===== src/rtl/eva_ahb_cmd_master.sv =====
// AHB-Lite master engine: queued read/write commands are issued as pipelined
// SINGLE transfers with overlapped address/data phases. Each transfer returns a
// tagged response through a buffered response FIFO.
module eva_ahb_cmd_master #(
  parameter int DW        = 32,
  parameter int AW        = 32,
  parameter int CMD_DEPTH = 4,
  parameter int RSP_DEPTH = 4,
  parameter int TW        = 4
) (
  input  logic          hclk,
  input  logic          rst_n,
  input  logic          cmd_valid,
  output logic          cmd_ready,
  input  logic          cmd_write,
  input  logic [AW-1:0] cmd_addr,
  input  logic [DW-1:0] cmd_wdata,
  input  logic [2:0]    cmd_size,
  input  logic [TW-1:0] cmd_tag,
  output logic          rsp_valid,
  input  logic          rsp_ready,
  output logic          rsp_write,
  output logic          rsp_err,
  output logic [DW-1:0] rsp_rdata,
  output logic [TW-1:0] rsp_tag,
  output logic [1:0]    htrans,
  output logic          hwrite,
  output logic [AW-1:0] haddr,
  output logic [2:0]    hsize,
  output logic [2:0]    hburst,
  output logic [3:0]    hprot,
  output logic [DW-1:0] hwdata,
  input  logic          hready,
  input  logic          hresp,
  input  logic [DW-1:0] hrdata,
  output logic          busy
);

  localparam int CPW = $clog2(CMD_DEPTH);
  localparam int RPW = $clog2(RSP_DEPTH);
  localparam logic [CPW:0]   CMD_FULL  = (CPW+1)'(CMD_DEPTH);
  localparam logic [RPW:0]   RSP_FULL  = (RPW+1)'(RSP_DEPTH);
  localparam logic [RPW+1:0] RSP_LIMIT = (RPW+2)'(RSP_DEPTH);
  localparam logic [2:0]     SIZE_MAX  = 3'($clog2(DW/8));

  typedef enum logic [1:0] {
    TR_IDLE   = 2'b00,
    TR_NONSEQ = 2'b10
  } trans_e;

  // Command FIFO storage and pointers
  logic          cmd_mem_write [CMD_DEPTH];
  logic [AW-1:0] cmd_mem_addr  [CMD_DEPTH];
  logic [DW-1:0] cmd_mem_wdata [CMD_DEPTH];
  logic [2:0]    cmd_mem_size  [CMD_DEPTH];
  logic [TW-1:0] cmd_mem_tag   [CMD_DEPTH];
  logic [CPW-1:0] cmd_wr_q, cmd_wr_d, cmd_rd_q, cmd_rd_d;
  logic [CPW:0]   cmd_cnt_q, cmd_cnt_d, cmd_left;

  // Response FIFO storage and pointers
  logic          rsp_mem_write [RSP_DEPTH];
  logic          rsp_mem_err   [RSP_DEPTH];
  logic [DW-1:0] rsp_mem_rdata [RSP_DEPTH];
  logic [TW-1:0] rsp_mem_tag   [RSP_DEPTH];
  logic [RPW-1:0] rsp_wr_q, rsp_wr_d, rsp_rd_q, rsp_rd_d;
  logic [RPW:0]   rsp_cnt_q, rsp_cnt_d;

  // Address phase (AHB outputs) and data phase registers
  trans_e        htrans_q, htrans_d;
  logic          hwrite_q, hwrite_d;
  logic [AW-1:0] haddr_q, haddr_d;
  logic [2:0]    hsize_q, hsize_d;
  logic          dph_valid_q, dph_valid_d;
  logic          dph_write_q, dph_write_d;
  logic [TW-1:0] dph_tag_q, dph_tag_d;
  logic [DW-1:0] dph_wdata_q, dph_wdata_d;

  logic cmd_push, cmd_pop, rsp_push, rsp_pop, aph_valid;
  logic [RPW+1:0] credit_used;

  // Handshakes and FIFO pointer/count bookkeeping
  always_comb begin
    aph_valid = (htrans_q == TR_NONSEQ);
    cmd_push  = cmd_valid && cmd_ready;
    cmd_pop   = hready && aph_valid;
    rsp_push  = hready && dph_valid_q;
    rsp_pop   = rsp_valid && rsp_ready;
    cmd_wr_d  = cmd_wr_q + CPW'(cmd_push);
    cmd_rd_d  = cmd_rd_q + CPW'(cmd_pop);
    cmd_cnt_d = cmd_cnt_q + (CPW+1)'(cmd_push) - (CPW+1)'(cmd_pop);
    cmd_left  = cmd_cnt_q - (CPW+1)'(cmd_pop);
    rsp_wr_d  = rsp_wr_q + RPW'(rsp_push);
    rsp_rd_d  = rsp_rd_q + RPW'(rsp_pop);
    rsp_cnt_d = rsp_cnt_q + (RPW+1)'(rsp_push) - (RPW+1)'(rsp_pop);
  end

  // Pipeline advance: data phase captures the accepted head, address phase
  // presents the next head only while a response slot is guaranteed for it
  always_comb begin
    htrans_d    = htrans_q;
    hwrite_d    = hwrite_q;
    haddr_d     = haddr_q;
    hsize_d     = hsize_q;
    dph_valid_d = dph_valid_q;
    dph_write_d = dph_write_q;
    dph_tag_d   = dph_tag_q;
    dph_wdata_d = dph_wdata_q;
    credit_used = '0;
    if (hready) begin
      dph_valid_d = aph_valid;
      if (aph_valid) begin
        dph_write_d = cmd_mem_write[cmd_rd_q];
        dph_tag_d   = cmd_mem_tag[cmd_rd_q];
        dph_wdata_d = cmd_mem_wdata[cmd_rd_q];
      end
      // Credit counts the future response FIFO fill plus the data phase,
      // so every presented transfer already owns a response slot.
      credit_used = (RPW+2)'(rsp_cnt_d) + (RPW+2)'(dph_valid_d);
      if ((cmd_left != '0) && (credit_used < RSP_LIMIT)) begin
        htrans_d = TR_NONSEQ;
        hwrite_d = cmd_mem_write[cmd_rd_d];
        haddr_d  = cmd_mem_addr[cmd_rd_d];
        hsize_d  = cmd_mem_size[cmd_rd_d];
      end else begin
        htrans_d = TR_IDLE;
      end
    end else if (hresp) begin
      // First ERROR cycle: withdraw the pending address, it stays queued.
      htrans_d = TR_IDLE;
    end
  end

  // State registers with synchronous active-low reset
  always_ff @(posedge hclk) begin
    if (!rst_n) begin
      cmd_wr_q    <= '0;
      cmd_rd_q    <= '0;
      cmd_cnt_q   <= '0;
      rsp_wr_q    <= '0;
      rsp_rd_q    <= '0;
      rsp_cnt_q   <= '0;
      htrans_q    <= TR_IDLE;
      hwrite_q    <= 1'b0;
      haddr_q     <= '0;
      hsize_q     <= '0;
      dph_valid_q <= 1'b0;
      dph_write_q <= 1'b0;
      dph_tag_q   <= '0;
      dph_wdata_q <= '0;
    end else begin
      cmd_wr_q    <= cmd_wr_d;
      cmd_rd_q    <= cmd_rd_d;
      cmd_cnt_q   <= cmd_cnt_d;
      rsp_wr_q    <= rsp_wr_d;
      rsp_rd_q    <= rsp_rd_d;
      rsp_cnt_q   <= rsp_cnt_d;
      htrans_q    <= htrans_d;
      hwrite_q    <= hwrite_d;
      haddr_q     <= haddr_d;
      hsize_q     <= hsize_d;
      dph_valid_q <= dph_valid_d;
      dph_write_q <= dph_write_d;
      dph_tag_q   <= dph_tag_d;
      dph_wdata_q <= dph_wdata_d;
    end
  end

  // Command FIFO write port
  always_ff @(posedge hclk) begin
    if (rst_n && cmd_push) begin
      cmd_mem_write[cmd_wr_q] <= cmd_write;
      cmd_mem_addr[cmd_wr_q]  <= cmd_addr;
      cmd_mem_wdata[cmd_wr_q] <= cmd_wdata;
      cmd_mem_size[cmd_wr_q]  <= cmd_size;
      cmd_mem_tag[cmd_wr_q]   <= cmd_tag;
    end
  end

  // Response FIFO write port; read data is zeroed for writes and errors
  always_ff @(posedge hclk) begin
    if (rst_n && rsp_push) begin
      rsp_mem_write[rsp_wr_q] <= dph_write_q;
      rsp_mem_err[rsp_wr_q]   <= hresp;
      rsp_mem_rdata[rsp_wr_q] <= (dph_write_q || hresp) ? '0 : hrdata;
      rsp_mem_tag[rsp_wr_q]   <= dph_tag_q;
    end
  end

  // Simulation checks: no response overflow, no oversized commands
  always_ff @(posedge hclk) begin
    if (rst_n) begin
      assert (!(rsp_push && !rsp_pop && (rsp_cnt_q == RSP_FULL)));
      assert (!(cmd_push && (cmd_size > SIZE_MAX)));
    end
  end

  assign cmd_ready = (cmd_cnt_q != CMD_FULL);
  assign rsp_valid = (rsp_cnt_q != '0);
  assign rsp_write = rsp_mem_write[rsp_rd_q];
  assign rsp_err   = rsp_mem_err[rsp_rd_q];
  assign rsp_rdata = rsp_mem_rdata[rsp_rd_q];
  assign rsp_tag   = rsp_mem_tag[rsp_rd_q];
  assign htrans    = htrans_q;
  assign hwrite    = hwrite_q;
  assign haddr     = haddr_q;
  assign hsize     = hsize_q;
  assign hburst    = 3'b000;
  assign hprot     = 4'b0011;
  assign hwdata    = dph_wdata_q;
  assign busy      = (cmd_cnt_q != '0) || aph_valid || dph_valid_q || (rsp_cnt_q != '0);

endmodule


===== config.mk =====
export PLATFORM = sky130hd
export DESIGN_NAME = eva_ahb_cmd_master
export DESIGN_NICKNAME = d
export VERILOG_FILES = /design/src/rtl/eva_ahb_cmd_master.sv
export SDC_FILE = /design/constraint.sdc
export NUM_CORES = 1
export LEC_CHECK = 0
export ABC_AREA = 0
export BUFFER_PORTS_ARGS = -buffer_cell sky130_fd_sc_hd__buf_2
export CELL_PAD_IN_SITES_DETAIL_PLACEMENT = 1
export CELL_PAD_IN_SITES_GLOBAL_PLACEMENT = 2
export CORE_MARGIN = 2
export CORE_UTILIZATION = 35
export DETAILED_ROUTE_END_ITERATION = 16
export PLACE_DENSITY = 0.66
export SLEW_MARGIN = 20
export SYNTH_ARGS = -nofsm -noshare
export SYNTH_HDL_FRONTEND = slang
export SYNTH_SLANG_ARGS = --single-unit

===== constraint.sdc =====
create_clock -name hclk -period 16.05 [get_ports hclk]
set_input_delay 0.8025 -clock hclk [delete_from_list [all_inputs] [get_ports hclk]]
set_output_delay 0.8025 -clock hclk [all_outputs]
set_load 0.02 [all_outputs]

# After elaboration in Yosys (flattened, before gate mapping)
# Memory sizes are Yosys's and may differ from the RTL's. A register that Yosys moved wholly into a read port is not among the register bits.
# Cells that the tools add are included.
[word_totals]
inputBits = 110
rom_bits = 0
ram_bits = 440
latch_bits = 0
ff_bits = 17
output_inout_bits = 118
word_cells = 65
n_memories = 9
[mem_list]
columns = ["memory", "words", "width", "rd", "rd_ports_with_merged_regs", "write_ports", "line_no", "rtl"]
rows = [
  ["cmd_mem_addr", 4, 32, 1, 1, 1, "53", "logic [AW-1:0] cmd_mem_addr [CMD_DEPTH];"],
  ["cmd_mem_wdata", 4, 32, 1, 1, 1, "54", "logic [DW-1:0] cmd_mem_wdata [CMD_DEPTH];"],
  ["rsp_mem_rdata", 4, 32, 1, 1, 1, "63", "logic [DW-1:0] rsp_mem_rdata [RSP_DEPTH];"],
  ["cmd_mem_tag", 4, 4, 1, 1, 1, "56", "logic [TW-1:0] cmd_mem_tag [CMD_DEPTH];"],
  ["rsp_mem_tag", 4, 4, 1, 1, 1, "64", "logic [TW-1:0] rsp_mem_tag [RSP_DEPTH];"],
  ["cmd_mem_size", 4, 3, 1, 1, 1, "55", "logic [2:0] cmd_mem_size [CMD_DEPTH];"],
  ["+3 memories", "--", "--", "--", "--", "--", "--", ""],
]
[op_classes]
n_mux = 12
shift = 0
order_cmp = 1
n_eq_ne = 2
reduce_logical = 23
bitwise = 0
addsub = 10
div = 0
multipliers = 0
[op_table]
columns = ["op", "n"]
rows = [
  ["$mux 32", 1],
  ["$mux 2", 7],
  ["$reduce_bool 3->1", 3],
  ["$sub 3x1->3", 3],
  ["$add 2x1->2", 4],
  ["$logic_and 1x1->1", 7],
  ["$add 3x1->3", 2],
  ["$logic_not 1->1", 6],
  ["$add 3x1->4", 1],
  ["$logic_or 1x1->1", 4],
  ["$lt 4x3->1 const B", 1],
  ["$mux 1", 4],
  ["$reduce_and 2->1", 2],
  ["$ne 3x3->1 const B", 1],
  ["$eq 2x2->1 const B", 1],
  ["$reduce_bool 2->1", 1],
]

# Depth between registers and ports, before layout
[logic_depth]
ltp_word = 8
mapped_depth = 13
ltp_nobuf = 11

# Worst setup path after synthesis
# Ideal clock, no wire load.
[synth_timing]
path_type = "input to register"
startpoint = "in rst_n"
endpoint = "mem cmd_mem_addr[1][0] (enable)"
slack_ns = 8.991
t_arrival_ns = 6.454
setup_time_ns = 0.606
required_time_ns = 15.444
cell_stages = 3
path_cell_list = "clkbuf_1 -> nand2_1 -> nor3b_1"
[synth_via]
elab_chain_cells = 3
[synth_rtl]
columns = ["item", "line_no", "rtl"]
rows = [
  ["start: declaration", "12", "input logic rst_n,"],
  ["$logic_and 1x1->1", "170", "if (rst_n && cmd_push) begin"],
  ["$mux 1", "170", ""],
  ["$mux 1 (implied by the code)", "172", "cmd_mem_addr[cmd_wr_q] <= cmd_addr;"],
  ["end: declaration", "53", ""],
]
# Every way passes these cells.

# Worst setup path in the final report
[layout_timing]
startpoint = "reg htrans_q[1], in the netlist htrans[1]"
endpoint = "reg htrans_q[1], in the netlist htrans[1]"
[layout_via]
elab_chain_cells = 7
word_cells_on_any_way = 9
classes_between = "2 x add/sub; 1 x order compare; 1 x eq/ne; 2 x mux; 3 x reduce/logical"
[layout_rtl]
columns = ["item", "line_no", "rtl"]
rows = [
  ["start: declaration", "69", "trans_e htrans_q, htrans_d;"],
  ["start signal: assignment", "157", "htrans_q <= htrans_d;"],
  ["$eq 2x2->1 (*)", "83", "aph_valid = (htrans_q == TR_NONSEQ);"],
  ["parallel branches: the longest is 3 deep, another holds $add 3x1->4", "--", ""],
  ["$logic_and 1x1->1 (*)", "119", "if ((cmd_left != '0) && (credit_used < RSP_LIMIT)) begin"],
  ["$mux 2 (*)", "119", ""],
  ["$mux 2 (*)", "109", "if (hready) begin"],
]
# Mark *: on every way between the ends.
# A chain may end at the register's enable or synchronous reset.

==> metrics.md <==
| Metric | Value |
|---|---|
| Initial Util | `35.4%` |
| Total congestion overflow | `0` |
| Top Ports | `roughly 230` |
| Power Dens Cells | `between 150 and 200 nW/um^2` |
| Root Buffer | `clkbuf_16` |
| Clock buffer count from CTS | `56` |
| 1st-pass router iterations | `4` |
| Hold Slack | `about 0.4 ns` |
| Internal | `~2600 uW` |
| Setup Fix Bufs, Post-CTS | `0` |
| Distinct cells, synth | `34` |
| Net Switching | `1070 uW` |
| Max Slew Vio Count | `0` |
| Die Y | `242 um` |
| Worst R2R Start | `htrans[1]$_SDFFE_PN0P_` |
| Area Growth Syn to Fin | `18.9%` |
| Bufs on Longest Clock Path | `3` |
| Clock share of power | `34.7%` |
| Ranking of synthesized cells by area | `edfxtp_1 (66%), mux4_2 (12%), dfxtp_1 (9.0%)` |
| Vias in the first global route | `~11000` |
| Asr flop ratio synth | `0%` |
| Total power | `3670 uW` |
| Port Buffers | `between 200 and 250` |
| Number of vias per cell | `4.88` |
| Largest net degree at the start of global routing | `58` |
| Total track usage | `around 16%` |
| Synthesized cell area | `slightly below 20000 um^2` |
| Peak VDD IR | `around 0.00012 V` |
| Synth top cells by count | `edfxtp_1 (440), mux4_2 (103), dfxtp_1 (89), nand2_1 (83), a21boi_1 (67)` |
| Max_slew headroom | `33.6%` |
| CP Data Required Time | `between 15 and 20 ns` |
| Post-synth top area cell | `edfxtp_1` |
| Proportion of layout cells with a drive suffix above 1 | `between 30% and 40%` |
| Drt drc | `0` |
| Crit path capture | `htrans[1]$_SDFFE_PN0P_` |
| Nets | `~1400` |
| Detail Placement HPWL | `25400 um` |
| DRC marker count from the first detailed-route iteration | `about 560` |
| Primary FF master, synth | `edfxtp_1` |
| Hold buffer count at CTS | `0` |
| Routability Congestion | `between 0.6 and 0.7` |
| Clock latency on the worst-skew pair | `between 0.6 and 0.7 ns` |
| Reg2reg setup slack | `12.23 ns` |
| CTS tree | `yes` |
| Die Span X | `between 200 and 250 um` |
| P_leak | `approximately 0.008 uW` |
| First-pass GRT wire length | `69100 um` |
| H-tree lvl count | `2` |
| Status | `finished clean` |
| Worst-path fanout max | `40` |
| FILL cells | `5516` |
| Comb power frac | `about a fifth` |
| Initial antenna violation count | `14` |
| Clk slew on worst S/H paths | `0.06 ns` |
| Final period utilization | `around a quarter` |
| Critical R2R Capture | `htrans[1]$_SDFFE_PN0P_` |
| Setup TNS | `0 ns` |
| Synth top area share | `between 60% and 70%` |
| Switching Share | `slightly below 30%` |
| Crit path from | `htrans[1]$_SDFFE_PN0P_` |
| Reg2Reg Depth | `7` |
| Worst-margin pin slew | `about 1 ns` |
| Sequential power share | `about 45%` |
| Count leader, synth | `edfxtp_1` |
| Arrival time at the worst endpoint | `around 4.4 ns` |
| Clk sinks | `~530` |
| WL per Instance | `around 22 um` |
| Core area | `56300 um^2` |
| Crit start category | `register` |
| Seq/Total Area, Yosys | `75.4%` |
| Minimum clock period | `around 3.8 ns` |
| Achievable frequency | `262 MHz` |
| Post-Syn Instances | `around 1000` |
| # resized after CTS | `0` |
| Via count | `~10000` |
| Final ANT Viol Nets | `0` |
| Total of warnings raised by yosys | `0` |
| Unrepaired setup endpoints after global routing | `no` |
| Die area | `just under 60000 um^2` |
| Routed WL | `~45000 um` |
| Setup Skew | `0.0233 ns` |
| Crit Path Class | `reg -> reg` |
| Final setup viols | `0` |
| Num rows | `87` |
| Post-synth EDFFs | `440` |
| Hold Vio Cnt, Final | `0` |
| Number of synthesized register bits | `roughly 530` |
| Mean Syn Cell Area | `about 19 um^2` |
| Crit. End Element | `register` |
| Max-cap violations | `0` |
| Hold Crit Class | `in -> reg` |
-- how the worst min path moves through the flow --
stage / startpoint / to / cells past startpoint
floorplan: dph_tag_q[0]$_SDFFE_PN0P_ / rsp_mem_tag[0][0]$_DFFE_PP_ / 0
detailed placement: hwdata[28]$_SDFFE_PN0P_ / hwdata[28]$_SDFFE_PN0P_ / 2
global placement: hwdata[28]$_SDFFE_PN0P_ / hwdata[28]$_SDFFE_PN0P_ / 2
CTS: cmd_addr[22] / cmd_mem_addr[2][22]$_DFFE_PP_ / 1
global route: cmd_addr[16] / cmd_mem_addr[2][16]$_DFFE_PP_ / 1
finish: cmd_addr[22] / cmd_mem_addr[2][22]$_DFFE_PP_ / 1
-- per-stage QoR --
step | setup slack [ns] | util, % | cells | instance area (um^2)
2_1_floorplan | 8.99 | - | 1042 | 19900
3_3_place_gp | 11.51 | 38.8 | 1971 | 21800
3_5_place_dp | 11.48 | 38.8 | 1971 | 21800
4_1_cts | 12.03 | 42.0 | 2077 | 23600
5_1_grt | 11.78 | 42.0 | 2079 | 23600
6_report | 12.23 | 42.0 | 2081 | 23600
-- sequential cells by signal, summed over array words and instances, names as in the netlist, 4 cells and up --
register,cells
cmd_mem_addr,128
cmd_mem_size,12
cmd_mem_tag,16
cmd_mem_wdata,128
cmd_mem_write,4
dph_tag_q,4
haddr,32
hwdata,32
rsp_mem_err,4
rsp_mem_rdata,128
rsp_mem_tag,16
rsp_mem_write,4
-- layer usage --
layer  GRT usage [%]  routed length (um)
met5               0                 132
met4            4.97                 996
met3            3.82                2700
met2            26.5               22500
met1            19.5               18700
-- cell type report --
cell class	count	area, um^2	area share, %
Antenna cell	4	10.0	0.0423
Clock buffer	82	1580	6.68
Clock inverter	24	250	1.06
Inverter	8	30.0	0.127
Multi-Input combinational cell	437	4570	19.3
Sequential cell	529	15000	63.4
Tap cell	756	946	4.00
Timing Repair Buffer	241	1260	5.33
-- cells in the final DEF (no fill, tap or decap), types with 2 or more instances in the layout --
cell type | Yosys | routed
clkbuf_16 | 0 | 56
inv_1 | 8 | 7
xnor2_4 | 0 | 2
clkinv_2 | 0 | 6
nand3_1 | 39 | 39
conb_1 | 2 | 8
a21boi_0 | 8 | 8
clkinvlp_4 | 0 | 3
clkbuf_1 | 27 | 18
nand2_1 | 83 | 82
fa_1 | 2 | 2
nor3b_2 | 0 | 4
xor2_1 | 3 | 3
nor2_1 | 4 | 3
buf_4 | 14 | 22
ha_1 | 7 | 6
xnor2_1 | 4 | 4
a21boi_1 | 67 | 67
mux4_1 | 8 | 8
mux4_2 | 103 | 103
dfxtp_2 | 0 | 3
diode_2 | 0 | 4
dfxtp_1 | 89 | 85
clkinv_1 | 0 | 8
nor2b_1 | 2 | 2
inv_6 | 0 | 2
o21ai_0 | 6 | 6
o21ai_1 | 30 | 30
clkbuf_8 | 0 | 8
bufinv_16 | 0 | 4
nor3_2 | 0 | 2
and2_1 | 45 | 45
or3_1 | 2 | 2
buf_2 | 21 | 219
edfxtp_1 | 440 | 440
-- worst max-delay path: stages, from the launching register on --
cell     delay, ns
dfxtp_1       0.42
nand2_2       0.58
inv_2         0.94
ha_1          0.30
xor2_1        0.28
o311a_2       0.86
a22oi_1       0.21
nor2b_1       0.15
-- cells by family after synthesis --
logic type	share of synthesized area, %
flops	75.4
fa+ha+maj	0.641
buf+inv	2.11
simple gates	4.48
mux	12.7
compound gates	3.96
xor+xnor	0.692
other cells	0.0377
-- power by group through the flow --
stage	clock network [uW]	registers, uW	logic [uW]
after floorplan	0	1690	489
after global placement	0	1680	761
after detailed placement	0	1680	773
after CTS	1320	1650	773
after global routing	1360	1660	821
final	1270	1650	752
Power figures use the tool's default switching activity.
